File: config.mk
export PLATFORM = sky130hd
export DESIGN_NAME = tl_sensor_cond
export DESIGN_NICKNAME = d
export VERILOG_FILES = /design/src/rtl/tl_pkg.sv /design/src/rtl/tl_debounce_ch.sv /design/src/rtl/tl_sensor_cond.sv
export SDC_FILE = /design/constraint.sdc
export NUM_CORES = 1
export LEC_CHECK = 0
export CAP_MARGIN = 20
export CORE_MARGIN = 4
export CORE_UTILIZATION = 47
export CTS_CLUSTER_SIZE = 8
export DETAILED_ROUTE_END_ITERATION = 7
export MAX_ROUTING_LAYER = met4
export PLACE_DENSITY = 0.72
export SYNTH_ARGS = -nofsm -noshare
export SYNTH_HDL_FRONTEND = slang
export SYNTH_SLANG_ARGS = --single-unit
File: constraint.sdc
create_clock -name clk -period 1.12 [get_ports clk]
set_input_delay 0.112 -clock clk [delete_from_list [all_inputs] [get_ports clk]]
set_output_delay 0.112 -clock clk [all_outputs]
set_load 0.005 [all_outputs]
File: src/rtl/tl_pkg.sv
// tl_pkg: constants shared by the sensor conditioning stage and the
// left-turn controller bench.
//   TL_PRESCALE  default clock cycles per debounce sample tick
//   TL_DEBOUNCE  default consecutive ticks required to accept a new level
//   TL_SENS_*    sensor index ordering (A, B, A-left, B-left)
package tl_pkg;

  localparam int unsigned TL_PRESCALE = 4;
  localparam int unsigned TL_DEBOUNCE = 3;

  localparam int unsigned TL_SENS_A  = 0;
  localparam int unsigned TL_SENS_B  = 1;
  localparam int unsigned TL_SENS_AL = 2;
  localparam int unsigned TL_SENS_BL = 3;
  localparam int unsigned TL_NUM_SENS = 4;

endpackage

File: src/rtl/tl_debounce_ch.sv
// tl_debounce_ch: one loop-sensor channel. Two-flop synchronizer followed by
// a tick-qualified debounce counter; the output only follows the synchronized
// level after it has differed from the output for DEBOUNCE consecutive ticks.
// Ports:
//   clk      system clock
//   reset_n  synchronous active-low reset
//   tick     sample strobe from the shared prescaler
//   raw      asynchronous sensor input
//   clean    registered, debounced level
module tl_debounce_ch
  import tl_pkg::*;
#(
  parameter int unsigned DEBOUNCE = TL_DEBOUNCE
) (
  input  logic clk,
  input  logic reset_n,
  input  logic tick,
  input  logic raw,
  output logic clean
);

  localparam int unsigned DW = (DEBOUNCE > 1) ? $clog2(DEBOUNCE) : 1;
  localparam logic [DW-1:0] DMAX = DW'(DEBOUNCE - 1);

  logic          r_s1;
  logic          r_s2;
  logic          r_out;
  logic [DW-1:0] r_dcnt;

  always_ff @(posedge clk) begin
    if (!reset_n) begin
      r_s1   <= 1'b0;
      r_s2   <= 1'b0;
      r_out  <= 1'b0;
      r_dcnt <= '0;
    end else begin
      // Synchronizer runs every cycle, independent of the tick.
      r_s1 <= raw;
      r_s2 <= r_s1;
      if (tick) begin
        if (r_s2 == r_out) begin
          // Any sample matching the output restarts the count.
          r_dcnt <= '0;
        end else if (r_dcnt == DMAX) begin
          r_out  <= r_s2;
          r_dcnt <= '0;
        end else begin
          r_dcnt <= r_dcnt + DW'(1);
        end
      end
    end
  end

  assign clean = r_out;

endmodule

File: src/rtl/tl_sensor_cond.sv
// tl_sensor_cond: conditions the four raw loop-sensor inputs of the left-turn
// traffic light controller. A shared prescaler generates the sample tick; each
// channel is synchronized and debounced independently.
// Ports:
//   clk, reset_n              clock and synchronous active-low reset
//   raw_a/raw_b/raw_al/raw_bl asynchronous sensor inputs
//   Ta/Tb/Tal/Tbl             debounced traffic-present outputs
//   tick                      one-cycle sample strobe (pcnt == PRESCALE-1)
module tl_sensor_cond
  import tl_pkg::*;
#(
  parameter int unsigned PRESCALE = TL_PRESCALE,
  parameter int unsigned DEBOUNCE = TL_DEBOUNCE
) (
  input  logic clk,
  input  logic reset_n,
  input  logic raw_a,
  input  logic raw_b,
  input  logic raw_al,
  input  logic raw_bl,
  output logic Ta,
  output logic Tb,
  output logic Tal,
  output logic Tbl,
  output logic tick
);

  localparam int unsigned PW = (PRESCALE > 1) ? $clog2(PRESCALE) : 1;
  localparam logic [PW-1:0] PMAX = PW'(PRESCALE - 1);

  logic [PW-1:0] r_pcnt;
  logic          w_tick;
  logic [TL_NUM_SENS-1:0] w_raw;
  logic [TL_NUM_SENS-1:0] w_clean;

  // With PRESCALE=1 the counter never leaves 0, so the tick is always high.
  always_ff @(posedge clk) begin
    if (!reset_n) begin
      r_pcnt <= '0;
    end else if (r_pcnt == PMAX) begin
      r_pcnt <= '0;
    end else begin
      r_pcnt <= r_pcnt + PW'(1);
    end
  end

  assign w_tick = (r_pcnt == PMAX);
  assign tick   = w_tick;

  assign w_raw[TL_SENS_A]  = raw_a;
  assign w_raw[TL_SENS_B]  = raw_b;
  assign w_raw[TL_SENS_AL] = raw_al;
  assign w_raw[TL_SENS_BL] = raw_bl;

  for (genvar g = 0; g < TL_NUM_SENS; g++) begin : g_ch
    tl_debounce_ch #(.DEBOUNCE(DEBOUNCE)) u_ch (
      .clk    (clk),
      .reset_n(reset_n),
      .tick   (w_tick),
      .raw    (w_raw[g]),
      .clean  (w_clean[g])
    );
  end

  assign Ta  = w_clean[TL_SENS_A];
  assign Tb  = w_clean[TL_SENS_B];
  assign Tal = w_clean[TL_SENS_AL];
  assign Tbl = w_clean[TL_SENS_BL];

endmodule

## Yosys cells after proc, flatten, opt, wreduce, memory -nomap -nowiden

Index checks and enable logic that the tools add are counted.

| cells by class | value |
|---|---|
| add/sub/neg operators | 5 |
| eq/ne operators | 9 |
| multiplexer cells | 8 |
| bitwise logic cells | 5 |
| reductions and logical operators | 5 |

Operators with widths:

| kind | number |
|---|---|
| $mux 2 | 8 |
| $reduce_and 3->1 | 4 |
| $add 2x1->2 const B | 5 |
| $eq 2x2->1 const B | 5 |
| $not 1->1 | 5 |
| $eq 1x1->1 | 4 |
| $reduce_or 2->1 | 1 |

| storage, ports and cells | value |
|---|---|
| register bits | 22 |
| input port bits | 6 |
| logic and storage cells | 49 |

## Depth between registers and ports, before layout

| depth | value |
|---|---|
| depth after elaboration | 3 |
| depth in mapped cells | 5 |

## Modules after synthesis

Synthesis repeated with hierarchy kept, for this count alone.

| second synthesis, totals | value |
|---|---|
| cells, all modules | 77 |
| area, all modules | 849.6 µm² |

By module, submodules not included:

| module | instances | cells an instance | area an instance (µm²) | seq. area each (µm²) |
|---|---|---|---|---|
| tl_debounce_ch | 4 | 18 | 193.9 | 100.1 |
| tl_sensor_cond | 1 | 5 | 73.8 | 40.0 |

## Worst setup path after synthesis

No wires, ideal clock.

| path | value |
|---|---|
| path kind | register -> register |
| from | register r_pcnt[0] |
| to | register g_ch[3].u_ch.r_dcnt[0] |
| arrival | 0.974 ns |
| data required time | 0.996 ns |
| setup slack | 0.021 ns |
| stages on the path, launching flop included | 6 |
| buffers on the path | 2 |
| clock period less this slack | 1.099 ns |
| cells stage by stage | dfxtp_1 > ha_1 > buf_6 > buf_8 > nand3b_1 > o21ai_0 |

| between the ends | value |
|---|---|
| cells in the longest elaborated chain, start to end | 1 |

RTL lines:

| what | RTL line | source |
|---|---|---|
| from (decl) | tl_sensor_cond.sv:31 | `logic [PW-1:0] r_pcnt;` |
| from (signal assigned) | tl_sensor_cond.sv:43 | `r_pcnt <= r_pcnt + PW'(1);` |
| $eq 2x2->1 | tl_sensor_cond.sv:47 | `assign w_tick = (r_pcnt == PMAX);` |
| via tick | tl_sensor_cond.sv:25 | `output logic tick` |
| to (signal assigned) | tl_debounce_ch.sv:48 | `r_dcnt <= r_dcnt + DW'(1);` |
| to (decl) | tl_debounce_ch.sv:28 | `logic [DW-1:0] r_dcnt;` |

The timed path passes the listed nets, and every way through them passes these cells.
A chain may end at the register's enable or synchronous reset.

## Worst setup path after layout

| path | value |
|---|---|
| from | register r_pcnt[0] |
| to | output tick |

| between the ends | value |
|---|---|
| cells in the longest elaborated chain, start to end | 1 |

RTL lines:

| what | RTL line |
|---|---|
| $eq 2x2->1 | tl_sensor_cond.sv:47 |
| to (decl) | tl_sensor_cond.sv:25 |

No other way between the ends.

==> summary.md <==
| Metric | Value |
|---|---|
| Mapped Nets | 89 |
| Hpwl dp | 915.1 um |
| Hold Crit Class | in -> reg |
| Antenna violations before repair | 0 |
| Worst relative slew slack | between 80% and 90% |
| Htree depth | 1 |
| Peak supply drop | 0.7977 mV |
| Most common cell after layout, fill and taps aside | dfxtp_1 |
| Final Worst Setup Slack | 73.44 ps |
| Max-slew violation count | 0 |
| DRC | 0 |
| Grt ovf | 0 |
| Synth Instances | 82 |
| Sw frac | between 15 and 20% |
| Most frequent cells in the layout | 16 x dfxtp_1, 12 x nand3b_1, 8 x nand2_1, 8 x and2_1, 7 x o21ai_1 |
| ANT cells | 0 |
| CTS Buf Count | 3 |
| Final setup viols | 0 |
| Pin count of the biggest net entering global routing | 35 |
| # Max-Cap Violations | 0 |
| Hold_ws | 369.5 ps |
| WP data required | 1010 ps |
| Min Tclk post-route | 1047 ps |
| Placed Instances | ~120 |
| Vias | 626 |
| Post-layout power | 1.538 mW |
| Final Net Count | roughly 110 |
| Non-filler cells, final | roughly 120 |
| Die height | slightly above 50 um |
| Clock transition at path regs | approximately 120 ps |
| Library cells used by synthesis | 17 |
| Register area share after synthesis | 49.79% |
| CTS Sinks | 22 |
| Sequential power share | between 50% and 60% |
| WL final | between 1 and 1.5 mm |
| Combinational share of power | 7.6% |
| Post-Syn Area per Cell | 10.79 um2 |
| Horiz. Die Dim | 51.39 um |
| CP Class | reg -> out |
| Mapped cell area | around 900 um2 |
| First-pass GRT wire length | 2.573 mm |
| CTS tree | built |
| Clock power share | 38.9% |
| Hold Violations, Final | 0 |
| Root Driver | clkbuf_4 |
| Crit end category | primary output |
| # IOs | 11 |
| Initial DRC Count | 4 |
| IO Port Bufs | 10 |
| Worst Path Max Fanout | 2 |
| Die area | 2640 um2 |
| Critical Path AT | 930 ps |
| Vias per cell | slightly above 5 |
| Clk_lat worst skew | between 300 and 400 ps |
| P_int | 1.241 mW |
| TritonRoute pass-1 iters | 4 |
| Worst setup SP type | register |
| Skew final | approximately 4.7 ps |
| Starting Density | 50.14% |
| Gr usage total | 13.45% |
| Vias in the first global route | 625 |
| DR WL/cell | about 12 um |
| Leak pwr | 0.4167 nW |
| Yosys reg bits | 22 |
| Share of cells above drive strength 1 | 20.62% |
| Switch Pwr | 0.2972 mW |
| Final ANT Viol Nets | 0 |
| Area grow syn2layout | 24.89% |
| Rows | 15 |
| Fin crit share | between 90% and 100% |
| Fmax | 0.9555 GHz |
| Yosys warns | 0 |
| Utilization after layout | 62.62% |
| Core area | 1764 um2 |
| Buffer depth of the longest clock path | 2 |
| Slew @ Worst Pin | 197.1 ps |
| Status | complete, no violations |
| PwrDens | 1392 nW/um2 |
| Dpl ws | -41.05 ps |
| Placer congestion estimate | slightly above 0.7 |
sequential cells by signal, summed over array words and instances (netlist names):
signal / count
g_ch.u_ch.r_s1: 4
g_ch.u_ch.clean: 4
r_pcnt: 2
g_ch.u_ch.r_dcnt: 8
g_ch.u_ch.r_s2: 4
kinds of logic after synthesis:
| family | count (synthesis) | share of synthesized area (%) |
|---|---|---|
| adder cells (fa/ha/maj) | 1 | 1.414 |
| XOR/XNOR | 4 | 3.960 |
| AND/OR/NAND/NOR | 38 | 30.83 |
| flip-flops | 22 | 49.79 |
| buffers and inverters | 5 | 4.950 |
| multiplexers | 4 | 4.526 |
| AO/OA/AOI/OAI | 8 | 4.525 |
power by group through the flow:
stage	registers (mW)	logic (mW)	clock network [mW]
after floorplan	0.833	0.0741	0
after CTS	0.818	0.108	0.619
after global placement	0.834	0.105	0
after detailed placement	0.835	0.109	0
after global routing	0.827	0.132	0.639
final	0.823	0.117	0.598
critical path: stages, from the launching register on:
cell and delay (ps):
dfxtp_2 370, ha_4 150, clkbuf_2 110
metal layers:
layer / track usage (%) / wire, um / up-vias / share of wire, %
li1: - / - / 314 / -
met1: 15.68 / 645 / 293 / 46
met2: 21.40 / 673 / 14 / 48
met3: 2.624 / 51 / 5 / 3.6
met4: 7.860 / 40 / 0 / 2.8
met5: - / 0 / - / 0
area by class of cell:
type / count / area, um2
Fill cell: 157 / 659.4
Sequential cell: 22 / 447.9
Multi-Input combinational cell: 55 / 412.9
Timing Repair Buffer: 16 / 160.2
Tap cell: 25 / 31.28
Clock inverter: 1 / 30.03
Clock buffer: 3 / 22.52
path summary, 6_finish.rpt:
check | startpoint | endpoint | slack (ps) | depth (start not counted)
worst max-delay path | r_pcnt[0]$_SDFF_PP0_ | tick | 70 | 2
worst min-delay path | raw_al | g_ch[2].u_ch.r_s1$_SDFF_PN0_ | 370 | 2
worst max register to register | r_pcnt[0]$_SDFF_PP0_ | g_ch[1].u_ch.clean$_SDFFE_PN0P_ | 100 | 4
worst min register to register | g_ch[2].u_ch.r_s1$_SDFF_PN0_ | g_ch[2].u_ch.r_s2$_SDFF_PN0_ | 450 | 1
synthesized netlist by cell type:
| master | n | area share, % |
|---|---|---|
| o21ai_1 | 7 | 4.0 |
| buf_8 | 1 | 1.7 |
| o21ai_0 | 1 | 0.57 |
| ha_1 | 1 | 1.4 |
| nand4b_1 | 4 | 4.0 |
| nand3b_1 | 12 | 10 |
| buf_4 | 1 | 0.85 |
| buf_6 | 1 | 1.3 |
| nand4bb_1 | 4 | 5.1 |
| dfxtp_1 | 22 | 50 |
| xnor2_1 | 4 | 4.0 |
| buf_2 | 2 | 1.1 |
| mux2i_1 | 4 | 4.5 |
| and2_1 | 8 | 5.7 |
| and3b_2 | 1 | 1.1 |
| nor3b_2 | 1 | 1.4 |
| nand2_1 | 8 | 3.4 |
metrics by stage:
| step | setup TNS [ps] | area [um2] |
|---|---|---|
| 6_report | 0 | 1105 |
| 5_1_grt | -5.752 | 1105 |
| 4_1_cts | -74.44 | 1084 |
| 3_5_place_dp | -55.41 | 1007 |
| 3_3_place_gp | 0 | 1007 |
| 2_1_floorplan | 0 | 884.6 |
what timing repair did:
item / in CTS / in global routing
buffers inserted: 3 / 0
pin swaps: 0 / 1
gates resized for setup: 11 / 7
endpoints found under the setup margin: 6 / 9
hold buffers: 0 / 0
No activity file was read; power rests on OpenSTA's default activity.
